==> config.mk <==
export PLATFORM = sky130hd
export DESIGN_NAME = universal_shifter_pipe
export DESIGN_NICKNAME = d
export VERILOG_FILES = /design/src/rtl/universal_shifter_pipe.sv
export SDC_FILE = /design/constraint.sdc
export NUM_CORES = 1
export LEC_CHECK = 0
export ABC_AREA = 0
export BUFFER_PORTS_ARGS = -buffer_cell sky130_fd_sc_hd__buf_2
export CAP_MARGIN = 20
export CORE_ASPECT_RATIO = 0.75
export CORE_MARGIN = 2
export CORE_UTILIZATION = 60
export CTS_BUF_LIST = sky130_fd_sc_hd__clkbuf_8
export DETAILED_ROUTE_END_ITERATION = 8
export PLACE_DENSITY = 0.9
export SKIP_LAST_GASP = 1
export SLEW_MARGIN = 20
export SYNTH_ARGS = -nofsm -noshare
export SYNTH_HDL_FRONTEND = slang
export SYNTH_SLANG_ARGS = --single-unit
==> constraint.sdc <==
create_clock -name clk -period 3 [get_ports clk]
set_input_delay 0.3 -clock clk [delete_from_list [all_inputs] [get_ports clk]]
set_output_delay 0.3 -clock clk [all_outputs]
set_load 0.05 [all_outputs]
==> src/rtl/universal_shifter_pipe.sv <==
// universal_shifter_pipe: pipelined barrel shifter with valid/ready handshake.
// Stage gi applies a conditional shift of 2**gi selected by k[gi], so a full
// shift needs SHW register stages. A stall at the output freezes every stage,
// and bubbles carry zero data so out reads 0 whenever out_valid is low.
module universal_shifter_pipe #(
  parameter int WIDTH = 8,
  parameter int SHW   = 3
) (
  input  logic             clk,
  input  logic             rst,
  input  logic             in_valid,
  output logic             in_ready,
  input  logic [WIDTH-1:0] z,
  input  logic [SHW-1:0]   k,
  input  logic [1:0]       mode,
  output logic             out_valid,
  input  logic             out_ready,
  output logic [WIDTH-1:0] out
);

  localparam logic [1:0] MODE_LSL = 2'b00;
  localparam logic [1:0] MODE_LSR = 2'b01;
  localparam logic [1:0] MODE_ASR = 2'b10;

  // Whole-pipe freeze: a finished result is waiting and the consumer refuses it.
  logic w_stall;

  for (genvar gi = 0; gi < SHW; gi++) begin : gen_stage
    localparam int SH = 1 << gi;

    // Inputs to this stage; k narrows by one bit per stage as bits are consumed.
    logic [WIDTH-1:0]  w_data_in;
    logic [SHW-gi-1:0] w_k_in;
    logic [1:0]        w_mode_in;
    logic              w_vld_in;
    logic [WIDTH-1:0]  w_shifted;
    logic [WIDTH-1:0]  w_data_next;

    logic [WIDTH-1:0]  r_data;
    logic              r_vld;

    if (gi == 0) begin : g_src
      assign w_data_in = z;
      assign w_k_in    = k;
      assign w_mode_in = mode;
      assign w_vld_in  = in_valid & in_ready;
    end else begin : g_src
      assign w_data_in = gen_stage[gi-1].r_data;
      assign w_k_in    = gen_stage[gi-1].g_carry.r_k;
      assign w_mode_in = gen_stage[gi-1].g_carry.r_mode;
      assign w_vld_in  = gen_stage[gi-1].r_vld;
    end

    // Fixed-distance shift by 2**gi in the requested mode. Arithmetic shifts
    // keep the MSB intact, so the stage MSB is still the original sign bit.
    always_comb begin
      w_shifted = w_data_in;
      case (w_mode_in)
        MODE_LSL: w_shifted = w_data_in << SH;
        MODE_LSR: w_shifted = w_data_in >> SH;
        MODE_ASR: w_shifted = WIDTH'($signed(w_data_in) >>> SH);
        default:  w_shifted = (w_data_in >> SH) | (w_data_in << (WIDTH - SH));
      endcase
    end

    // Apply the shift only when this stage's k bit is set; bubbles carry zero.
    assign w_data_next = !w_vld_in ? '0 : (w_k_in[0] ? w_shifted : w_data_in);

    // Data and valid advance together unless the output is stalled.
    always_ff @(posedge clk or posedge rst) begin
      if (rst) begin
        r_data <= '0;
        r_vld  <= 1'b0;
      end else if (!w_stall) begin
        r_data <= w_data_next;
        r_vld  <= w_vld_in;
      end
    end

    // Every stage but the last forwards the unused k bits and the mode.
    if (gi < SHW - 1) begin : g_carry
      logic [SHW-gi-2:0] r_k;
      logic [1:0]        r_mode;

      // Control fields follow the data through the pipe under the same stall.
      always_ff @(posedge clk or posedge rst) begin
        if (rst) begin
          r_k    <= '0;
          r_mode <= 2'b00;
        end else if (!w_stall) begin
          r_k    <= w_k_in[SHW-gi-1:1];
          r_mode <= w_mode_in;
        end
      end
    end
  end

  assign out       = gen_stage[SHW-1].r_data;
  assign out_valid = gen_stage[SHW-1].r_vld;
  assign w_stall   = out_valid & ~out_ready;
  assign in_ready  = ~w_stall;

endmodule
==> run metrics, run 1 <==
cells along the critical path nor2b_2 -> buf_4 -> inv_2 -> buf_2; Root Buffer Master sky130_fd_sc_hd__clkbuf_8; relative slew slack 69.1%; Die Span Y 52.6 µm; time the worst path needs with I/O delays and setup 1.99 ns; startpoint type of the worst setup path flop; cts-stage hold buffer count 0; die area 0.00362 mm²; non-filler instance count after layout 259; Final Hold Slack 0.0922 ns; maximum vdd drop 0.000419 V; Cell Area, Synth 0.00189 mm²; number of ports placed on the die boundary 27; overflow left after global routing 0; core occupancy in the finished layout 69.1%; GRT Util Overall 25.3%; final wirelength 3.80 mm; highest achievable clock rate 0.502 GHz; share of layout cells above drive strength 1 22.2%; run status finished clean; Setup crit end kind output port; setup-violating endpoint count in the final report 0; Placed Cells incl. Taps 253; worst path required time 2.70 ns; setup repair after global routing missed its margin false; number of global-route vias before repair 1,379; first-pass GRT wire length 6.59 mm; leak pwr 0.971 nW; final worst-path cycle share 66.4%; final max-slew violation count 0; Post-Synthesis Cells 203; share of flip-flops with an asynchronous set or reset 100%; leading cell types in the layout, fill and taps excluded sky130_fd_sc_hd__nand2_1, sky130_fd_sc_hd__dfrtp_1, sky130_fd_sc_hd__buf_2; gpl congestion 0.856; setup ws final 1.01 ns; critical path class reg -> out; TritonCTS clock tree done; Synth top area share 45.0%; arrival time reported for the critical path endpoint 1.69 ns; largest stage delay on the critical path 0.37 ns; antenna violations before repair 0; Core Area 0.00298 mm²; number of levels in the clock H-tree 2; storage element area 851 µm²; average cell area after synthesis 9.32 µm²; setup tns final 0 ns; number of synthesized register bits 34; CTS sink count 34; via density per instance 5.96; top cell type by total area after synthesis sky130_fd_sc_hd__dfrtp_1; worst min-delay path category in -> async; Final nets 239; CTS clock-pin slew for the worst setup and hold paths 0.06 ns; starting density of the core 63.5%; post-placement setup slack 1.23 ns; maximum number of pins on one net before global-route repair 35; number of gates resized after cts 0; total power divided by cell area 815 mW/mm²; Multi-input gate area 898 µm²; number of maximum-capacitance violations 0; Placement Rows 17; antenna diode count 0; post-route cell area 0.00206 mm²; via total after detailed routing 1,544; number of enable flip-flop cells after synthesis 0; Least-Margin Pin Slew 0.462 ns; prevailing post-synth register cell sky130_fd_sc_hd__dfrtp_1; Routed wire per std cell 14.7 µm; synthesis warning total 0; highest-delay cell along the critical path sky130_fd_sc_hd__dfrtp_1; most area-consuming cells after synthesis sky130_fd_sc_hd__dfrtp_1, sky130_fd_sc_hd__nand2_1, sky130_fd_sc_hd__a32o_1, sky130_fd_sc_hd__o31ai_2, sky130_fd_sc_hd__o21ai_0; fill cell count 239; number of distinct library cells after synthesis 42; chip width 68.8 µm; clock latency on the worst-skew pair 0.29 ns; syn nets 220; number of port buffers 26; remaining routing DRC violations 0; final number of hold-violating endpoints 0; Crit Reg-Reg Startpoint out_valid$_DFFE_PP0N_; area delta synth->final 8.80%; number of buffers inserted during clock tree synthesis 5; detailed placement HPWL 2.80 mm; Design Power 1.68 mW; Worst Setup SP out_valid$_DFFE_PP0N_; share of synthesized area occupied by flip-flops and latches 45.0%; Detailed Routing Iterations Pass 1 4; worst-case clock buffer depth 2; Post-DRT Antenna Nets 0; Detailed Route Iter0 Violations 112; # Post-CTS Setup Buffers 0; CP max FO 34; most common cell after layout, fill and taps aside sky130_fd_sc_hd__nand2_1; Layout Skew 0.00484 ns; post-placement cell area 0.00198 mm²
## sequential cells by signal, indices dropped and copies added (netlist names)
signal	count
gen_stage.g_carry.r_k	3
gen_stage.g_carry.r_mode	4
gen_stage.r_data	16
gen_stage.r_vld	2
out	8
out_valid	1
## report_power, final
part           internal, mW  total [mW]  switching, mW
clock                 0.177       0.327          0.150
combinational         0.222       0.615          0.393
sequential            0.582       0.735          0.153
## layout make-up
type,count,share of cell area [%]
Clock buffer,6,4.01
Inverter,9,1.64
Multi-Input combinational cell,144,43.6
Sequential cell,34,41.3
Tap cell,38,2.31
Timing Repair Buffer,28,7.05
## synth_stat cells, drive strengths merged (2+ instances only)
cell and count:
a32o 6, o21ai 18, inv 8, a221oi 4
o21a 5, o211ai 6, mux2 4, and2 4
buf 13, a211o 5, a2bb2oi 4, nand2 49
o22a 2, dfrtp 34, nor2b 2, nor2 8
a32oi 2, o31ai 4, o211a 4, or2 7
clkbuf 3
## path summary, 6_finish.rpt
kind                                                      endpoint  slack, ns  depth (start not counted)
max in group asynchronous                       out[6]$_DFFE_PP0N_       2.60                          3
setup / recovery                                          in_ready       1.01                          4
hold / removal                               out_valid$_DFFE_PP0N_       0.09                          3
setup reg to reg                gen_stage[0].r_data[4]$_DFFE_PP0N_       1.26                          5
hold reg to reg            gen_stage[0].g_carry.r_k[1]$_DFFE_PP0N_       0.48                          2
min in group clk           gen_stage[0].g_carry.r_k[1]$_DFFE_PP0N_       0.21                          3
## critical path: cells and delay by family (launching register included)
family	cells	cell delay (ns)
buf+inv	3	0.87
simple gates	1	0.14
flops	1	0.37
## routing by layer
layer | vias up | GRT usage, % | part of all wire (%) | wire length, µm
li1 | 757 | - | - | -
met1 | 736 | 37.8 | 49 | 1880
met2 | 45 | 34.3 | 43 | 1640
met3 | 6 | 8.17 | 6.3 | 238
met4 | 0 | 7.84 | 1.2 | 46
met5 | - | 0 | 0 | 0
## logic make-up (layout without fill, tap and decap cells)
family	count (synthesis)	after routing	share of synthesized area, %
DFF	34	34	45.0
buffers and inverters	25	43	7.54
xor gates and xnor gates	1	1	0.463
AOI/OAI and AO/OA	67	67	27.7
and+or+nand+nor	72	72	16.9
muxes	4	4	2.38
Power figures use the tool's default switching activity.
==> run 2, diff against run 1 <==
CORE_UTILIZATION = 59   (was 60)
PLACE_DENSITY = 0.89   (was 0.9)
clock period = 2 ns   (was 3 ns; I/O delays follow)
==> run 2 against run 1 <==
Against the previous run: the run now ends with negative hold slack left; routed wire length is 4.3% higher; register-to-register slack worse by 0.74 ns; via count is 1.4% higher; sequential power is 51% higher; critical path type unchanged.
==> run metrics, run 2 (same netlist as run 1, synthesis figures left out) <==
violations in the final reports negative hold slack; Die Span Y 53.0 µm; relative slew slack 70.0%; arrival time reported for the critical path endpoint 1.45 ns; most common cell after layout, fill and taps aside sky130_fd_sc_hd__nand2_1; internal reg-to-reg setup slack 0.52 ns; setup tns final 0 ns; GRT Util Overall 24.2%; Final Hold Slack -0.00918 ns; Placed Cells incl. Taps 253; number of global-route vias before repair 1,474; Setup crit end kind output port; final max-slew violation count 0; chip width 69.4 µm; worst path required time 1.80 ns; antenna violations before repair 0; worst-case clock buffer depth 2; CTS sink count 34; setup-violating endpoint count in the final report 0; Multi-input gate area 898 µm²; number of maximum-capacitance violations 0; leak pwr 0.980 nW; register with the most flip-flops gen_stage.r_data; largest stage delay on the critical path 0.37 ns; CP max FO 22; Final nets 239; number of gates resized after cts 0; startpoint type of the worst setup path flop; leading cell types in the layout, fill and taps excluded sky130_fd_sc_hd__nand2_1, sky130_fd_sc_hd__dfrtp_1, sky130_fd_sc_hd__buf_2; Post-DRT Antenna Nets 0; first-pass GRT wire length 6.82 mm; detailed placement HPWL 2.90 mm; number of port buffers 26; die area 0.00368 mm²; Crit Reg-Reg Startpoint out_valid$_DFFE_PP0N_; setup ws final 0.355 ns; Detailed Route Iter0 Violations 294; Core Area 0.00300 mm²; post-placement setup slack 0.547 ns; final wirelength 3.97 mm; CTS clock-pin slew for the worst setup and hold paths 0.07 ns; highest-delay cell along the critical path sky130_fd_sc_hd__dfrtp_1; number of levels in the clock H-tree 2; critical path class reg -> out; cts-stage hold buffer count 0; path depth of the worst reg2reg path 4; post-placement cell area 0.00198 mm²; maximum vdd drop 0.000701 V; worst min-delay path category in -> async; post-route cell area 0.00207 mm²; run status finished, violations left; antenna diode count 0; gpl congestion 0.831; # Post-CTS Setup Buffers 0; storage element area 851 µm²; Detailed Routing Iterations Pass 1 4; Design Power 2.55 mW; setup repair after global routing missed its margin false; area delta synth->final 9.26%; terminus of the critical flop-to-flop path gen_stage[0].r_data[1]$_DFFE_PP0N_; maximum number of pins on one net before global-route repair 35; core occupancy in the finished layout 68.9%; via total after detailed routing 1,566; share of layout cells above drive strength 1 22.4%; final number of hold-violating endpoints 10; cells along the critical path nor2b_2 -> inv_2 -> buf_2; number of ports placed on the die boundary 27; final worst-path cycle share 82.3%; Layout Skew 0.00622 ns; remaining routing DRC violations 0; time the worst path needs with I/O delays and setup 1.65 ns; total power divided by cell area 1240 mW/mm²; Worst Setup SP out_valid$_DFFE_PP0N_; Placement Rows 17; Root Buffer Master sky130_fd_sc_hd__clkbuf_8; non-filler instance count after layout 261; fill cell count 231; starting density of the core 63.1%; TritonCTS clock tree done; number of buffers inserted during clock tree synthesis 5; overflow left after global routing 0; Least-Margin Pin Slew 0.438 ns; Routed wire per std cell 15.2 µm; clock latency on the worst-skew pair 0.29 ns; via density per instance 6.00; number of flip-flops in the largest register 16; highest achievable clock rate 0.608 GHz
run 2: cell count changes in the layout (fill, tap and decap cells not counted), sizes merged:
cell	change
inv	+1
clkinv	+1
run 2: area by class of cell:
| cell class | instances | area share (%) |
|---|---|---|
| multi-input combinational | 144 | 43.5 |
| tap | 38 | 2.30 |
| clock buffer | 6 | 4.00 |
| clock inverter | 2 | 0.424 |
| sequential | 34 | 41.2 |
| inverter | 9 | 1.63 |
| timing repair buffer | 28 | 7.02 |
run 2: worst max path at each step:
| stage | end | slack (ns) | depth (start not counted) |
|---|---|---|---|
| floorplan | gen_stage[0].r_data[7]$_DFFE_PP0N_ | 0.39 | 5 |
| detailed placement | gen_stage[0].r_data[1]$_DFFE_PP0N_ | 0.55 | 4 |
| CTS | in_ready | 0.36 | 3 |
| global placement | gen_stage[0].r_data[5]$_DFFE_PP0N_ | 0.61 | 4 |
| global route | in_ready | 0.29 | 3 |
| finish | in_ready | 0.35 | 3 |
run 2: per-layer routing:
| layer | vias up | track usage [%] | wire length [µm] |
|---|---|---|---|
| met5 | - | 0 | 0 |
| met1 | 739 | 34.8 | 1890 |
| li1 | 760 | - | - |
| met3 | 7 | 6.10 | 322 |
| met2 | 60 | 36.2 | 1710 |
| met4 | 0 | 7.19 | 43 |
run 2: worst max-delay path, delay by kind of cell (launching register included):
family	cells	cell delay, ns
buffers and inverters	2	0.62
DFF	1	0.37
and+or+nand+nor	1	0.16
run 2: power breakdown:
part,total (mW),switching (mW),internal (mW)
clock network,0.512,0.240,0.272
logic,0.931,0.598,0.333
registers,1.11,0.238,0.873
==> run 3, diff against run 2 <==
ABC_AREA = 1   (was 0)
CORE_UTILIZATION = 58   (was 59)
PLACE_DENSITY = 0.88   (was 0.89)
clock period = 1.7 ns   (was 2 ns; I/O delays follow)
==> run 3 against run 2 <==
Against the previous run: the run now ends clean; design area decreased by 0.54%; clock power increased by 21%; first-iteration DRC count decreased by 49%; critical path depth decreased by 1; register-to-register slack got worse by 0.09 ns; utilization increased by 0.61 points; via count increased by 7.7%; hold slack improved by 0.099 ns; sequential power increased by 13%.
==> run metrics, run 3 <==
share of flip-flops with an asynchronous set or reset 100%; post-placement cell area 0.00195 mm²; share of synthesized area occupied by flip-flops and latches 47.1%; average cell area after synthesis 7.26 µm²; leading cell types in the layout, fill and taps excluded sky130_fd_sc_hd__nand2_1, sky130_fd_sc_hd__dfrtp_1, sky130_fd_sc_hd__inv_1; Root Buffer Master sky130_fd_sc_hd__clkbuf_8; Worst path depth 2; path depth of the worst reg2reg path 5; Layout Skew 0.00380 ns; number of levels in the clock H-tree 2; final worst-path cycle share 85.5%; CTS sink count 34; final number of hold-violating endpoints 0; Least-Margin Pin Slew 0.421 ns; first-pass GRT wire length 6.90 mm; setup repair after global routing missed its margin false; largest stage delay on the critical path 0.41 ns; total power divided by cell area 1490 mW/mm²; maximum vdd drop 0.00122 V; part of the total power dissipated in combinational logic 39.2%; number of flip-flops in the largest register 16; number of synthesized register bits 34; sequential share of power 40.7%; Cell Area, Synth 0.00181 mm²; leak pwr 1.12 nW; number of ports placed on the die boundary 27; antenna violations before repair 0; starting density of the core 61.1%; cells along the critical path nand2_4 -> buf_2; via density per instance 5.32; CP max FO 27; via total after detailed routing 1,686; synthesis warning total 0; clock latency on the worst-skew pair 0.29 ns; syn nets 266; number of port buffers 26; run status finished clean; Synth top area share 47.1%; most common library cells after synthesis sky130_fd_sc_hd__nand2_1, sky130_fd_sc_hd__dfrtp_1, sky130_fd_sc_hd__inv_1, sky130_fd_sc_hd__o21ai_0, sky130_fd_sc_hd__nor2_1; maximum number of pins on one net before global-route repair 35; critical path class reg -> out; proportion of power drawn by the clock network 20.1%; Post-Synthesis Cells 249; arrival time reported for the critical path endpoint 1.28 ns; setup tns final 0 ns; number of buffers inserted during clock tree synthesis 5; share of total power consumed by net switching 45.1%; worst min-delay path category in -> reg; relative slew slack 71.9%; highest-delay cell along the critical path sky130_fd_sc_hd__dfrtp_1; top cell type by total area after synthesis sky130_fd_sc_hd__dfrtp_1; hold depth 3; Detailed Route Iter0 Violations 150; Detailed Routing Iterations Pass 1 4; WL met1 1.90 mm; Post-DRT Antenna Nets 0; Routed wire per std cell 12.5 µm; worst path required time 1.53 ns; net switching power 1.38 mW; share of layout cells above drive strength 1 15.4%; TritonCTS clock tree done; CP bufs+invs 1; antenna diode count 0; final wirelength 3.97 mm; final max-slew violation count 0; internal power 1.69 mW; most frequent cell after synthesis sky130_fd_sc_hd__nand2_1; prevailing post-synth register cell sky130_fd_sc_hd__dfrtp_1; post-route cell area 0.00206 mm²; number of global-route vias before repair 1,517; GRT Util Overall 27.0%; Die Span Y 52.3 µm; Placement Rows 17; remaining routing DRC violations 0; number of enable flip-flop cells after synthesis 0; detailed placement HPWL 2.90 mm; delay-heaviest family, CP flip-flops; gpl congestion 0.895; die area 0.00358 mm²; Core Area 0.00296 mm²; number of maximum-capacitance violations 0; overflow left after global routing 0; uppermost layer routed met4; register with the most flip-flops gen_stage.r_data; Final nets 295; time the worst path needs with I/O delays and setup 1.45 ns; detailed route wirelength on metal2 1.73 mm; highest achievable clock rate 0.688 GHz; area delta synth->final 13.8%; CTS clock-pin slew for the worst setup and hold paths 0.07 ns; worst-case clock buffer depth 2; chip width 68.4 µm; amount of wire on met3 after detailed routing 279 µm; setup-violating endpoint count in the final report 0; startpoint type of the worst setup path flop; Setup crit end kind output port; number of distinct library cells after synthesis 18; most area-consuming cells after synthesis sky130_fd_sc_hd__dfrtp_1, sky130_fd_sc_hd__nand2_1, sky130_fd_sc_hd__o21ai_0, sky130_fd_sc_hd__inv_1, sky130_fd_sc_hd__nand3_1; most common cell after layout, fill and taps aside sky130_fd_sc_hd__nand2_1
run 3: changes by cell type in the layout (fill, tap and decap cells not counted), moves of 5 or more:
cell and delta:
sky130_fd_sc_hd__a211o_1 -5, sky130_fd_sc_hd__a21oi_1 +10, sky130_fd_sc_hd__a32o_1 -6, sky130_fd_sc_hd__inv_1 +19, sky130_fd_sc_hd__nand2_1 +57, sky130_fd_sc_hd__nand3_1 +13, sky130_fd_sc_hd__nor2_1 +8, sky130_fd_sc_hd__o21a_1 -5
sky130_fd_sc_hd__o21ai_0 +14, sky130_fd_sc_hd__o21ai_1 -7, sky130_fd_sc_hd__or2_2 -6
run 3: repair_timing:
action                                 4_1_cts  5_1_grt
buffers inserted                             0        0
endpoints found under the hold margin       34        0
hold buffers                                 1        0
resized for setup                            0        0
run 3: area by class of cell:
class                      instances  area, µm²
clock inverter                     2       8.76
fill                             249        901
inverter                          28        105
multi-input combinational        181        813
timing repair buffer              28        148
clock buffer                       6       82.6
tap                               38       47.5
sequential                        34        851
run 3: logic make-up (layout without fill, tap and decap cells):
family / after synthesis / count (layout) / share of synthesized area [%]
AOI/OAI and AO/OA: 41 / 41 / 12.8
buffers and inverters: 34 / 64 / 7.89
DFF: 34 / 34 / 47.1
xor gates and xnor gates: 1 / 1 / 0.485
and+or+nand+nor: 139 / 139 / 31.7
run 3: worst register-to-register path, delay by kind of cell (launching register included):
kind,cells,cell delay (ns)
flip-flops,1,0.41
AO/OA/AOI/OAI,2,0.26
AND/OR/NAND/NOR,3,0.53
run 3: power groups by stage:
stage | clock network (mW) | logic [mW] | registers, mW
floorplan | 0 | 0.679 | 1.49
global placement | 0 | 1.16 | 1.25
detailed placement | 0 | 1.20 | 1.26
CTS | 0.613 | 1.20 | 1.25
global route | 0.659 | 1.34 | 1.28
finish | 0.617 | 1.20 | 1.25
run 3: per-stage QoR:
| stage | worst slack, ns | instances | util [%] | power, mW | hold WS (ns) |
|---|---|---|---|---|---|
| finish | 0.247 | 317 | 69.5 | 3.07 | 0.0899 |
| global route | 0.190 | 317 | 69.5 | 3.28 | 0.0879 |
| CTS | 0.240 | 317 | 69.5 | 3.06 | 0.0913 |
| detailed placement | 0.452 | 308 | 66.1 | 2.46 | 0.278 |
| global placement | 0.480 | 308 | 66.1 | 2.41 | 0.280 |
| floorplan | 0.331 | 249 | - | 2.17 | 0.287 |
run 3: path summary, 6_finish.rpt:
kind	start	endpoint	slack, ns
max in group asynchronous	rst	out[7]$_DFFE_PP0N_	0.90
worst max register to register	out_valid$_DFFE_PP0N_	gen_stage[1].r_data[5]$_DFFE_PP0N_	0.43
worst max-delay path	out_valid$_DFFE_PP0N_	in_ready	0.25
min in group asynchronous	rst	gen_stage[1].r_data[2]$_DFFE_PP0N_	0.51
worst min register to register	out[4]$_DFFE_PP0N_	out[4]$_DFFE_PP0N_	0.48
worst min-delay path	k[1]	gen_stage[0].g_carry.r_k[0]$_DFFE_PP0N_	0.09
run 3: per-layer routing:
metal	track usage (%)	vias to the layer above
met3	9.03	6
met2	37.7	69
met1	38.7	774
met5	0	-
met4	10.3	0
li1	-	837
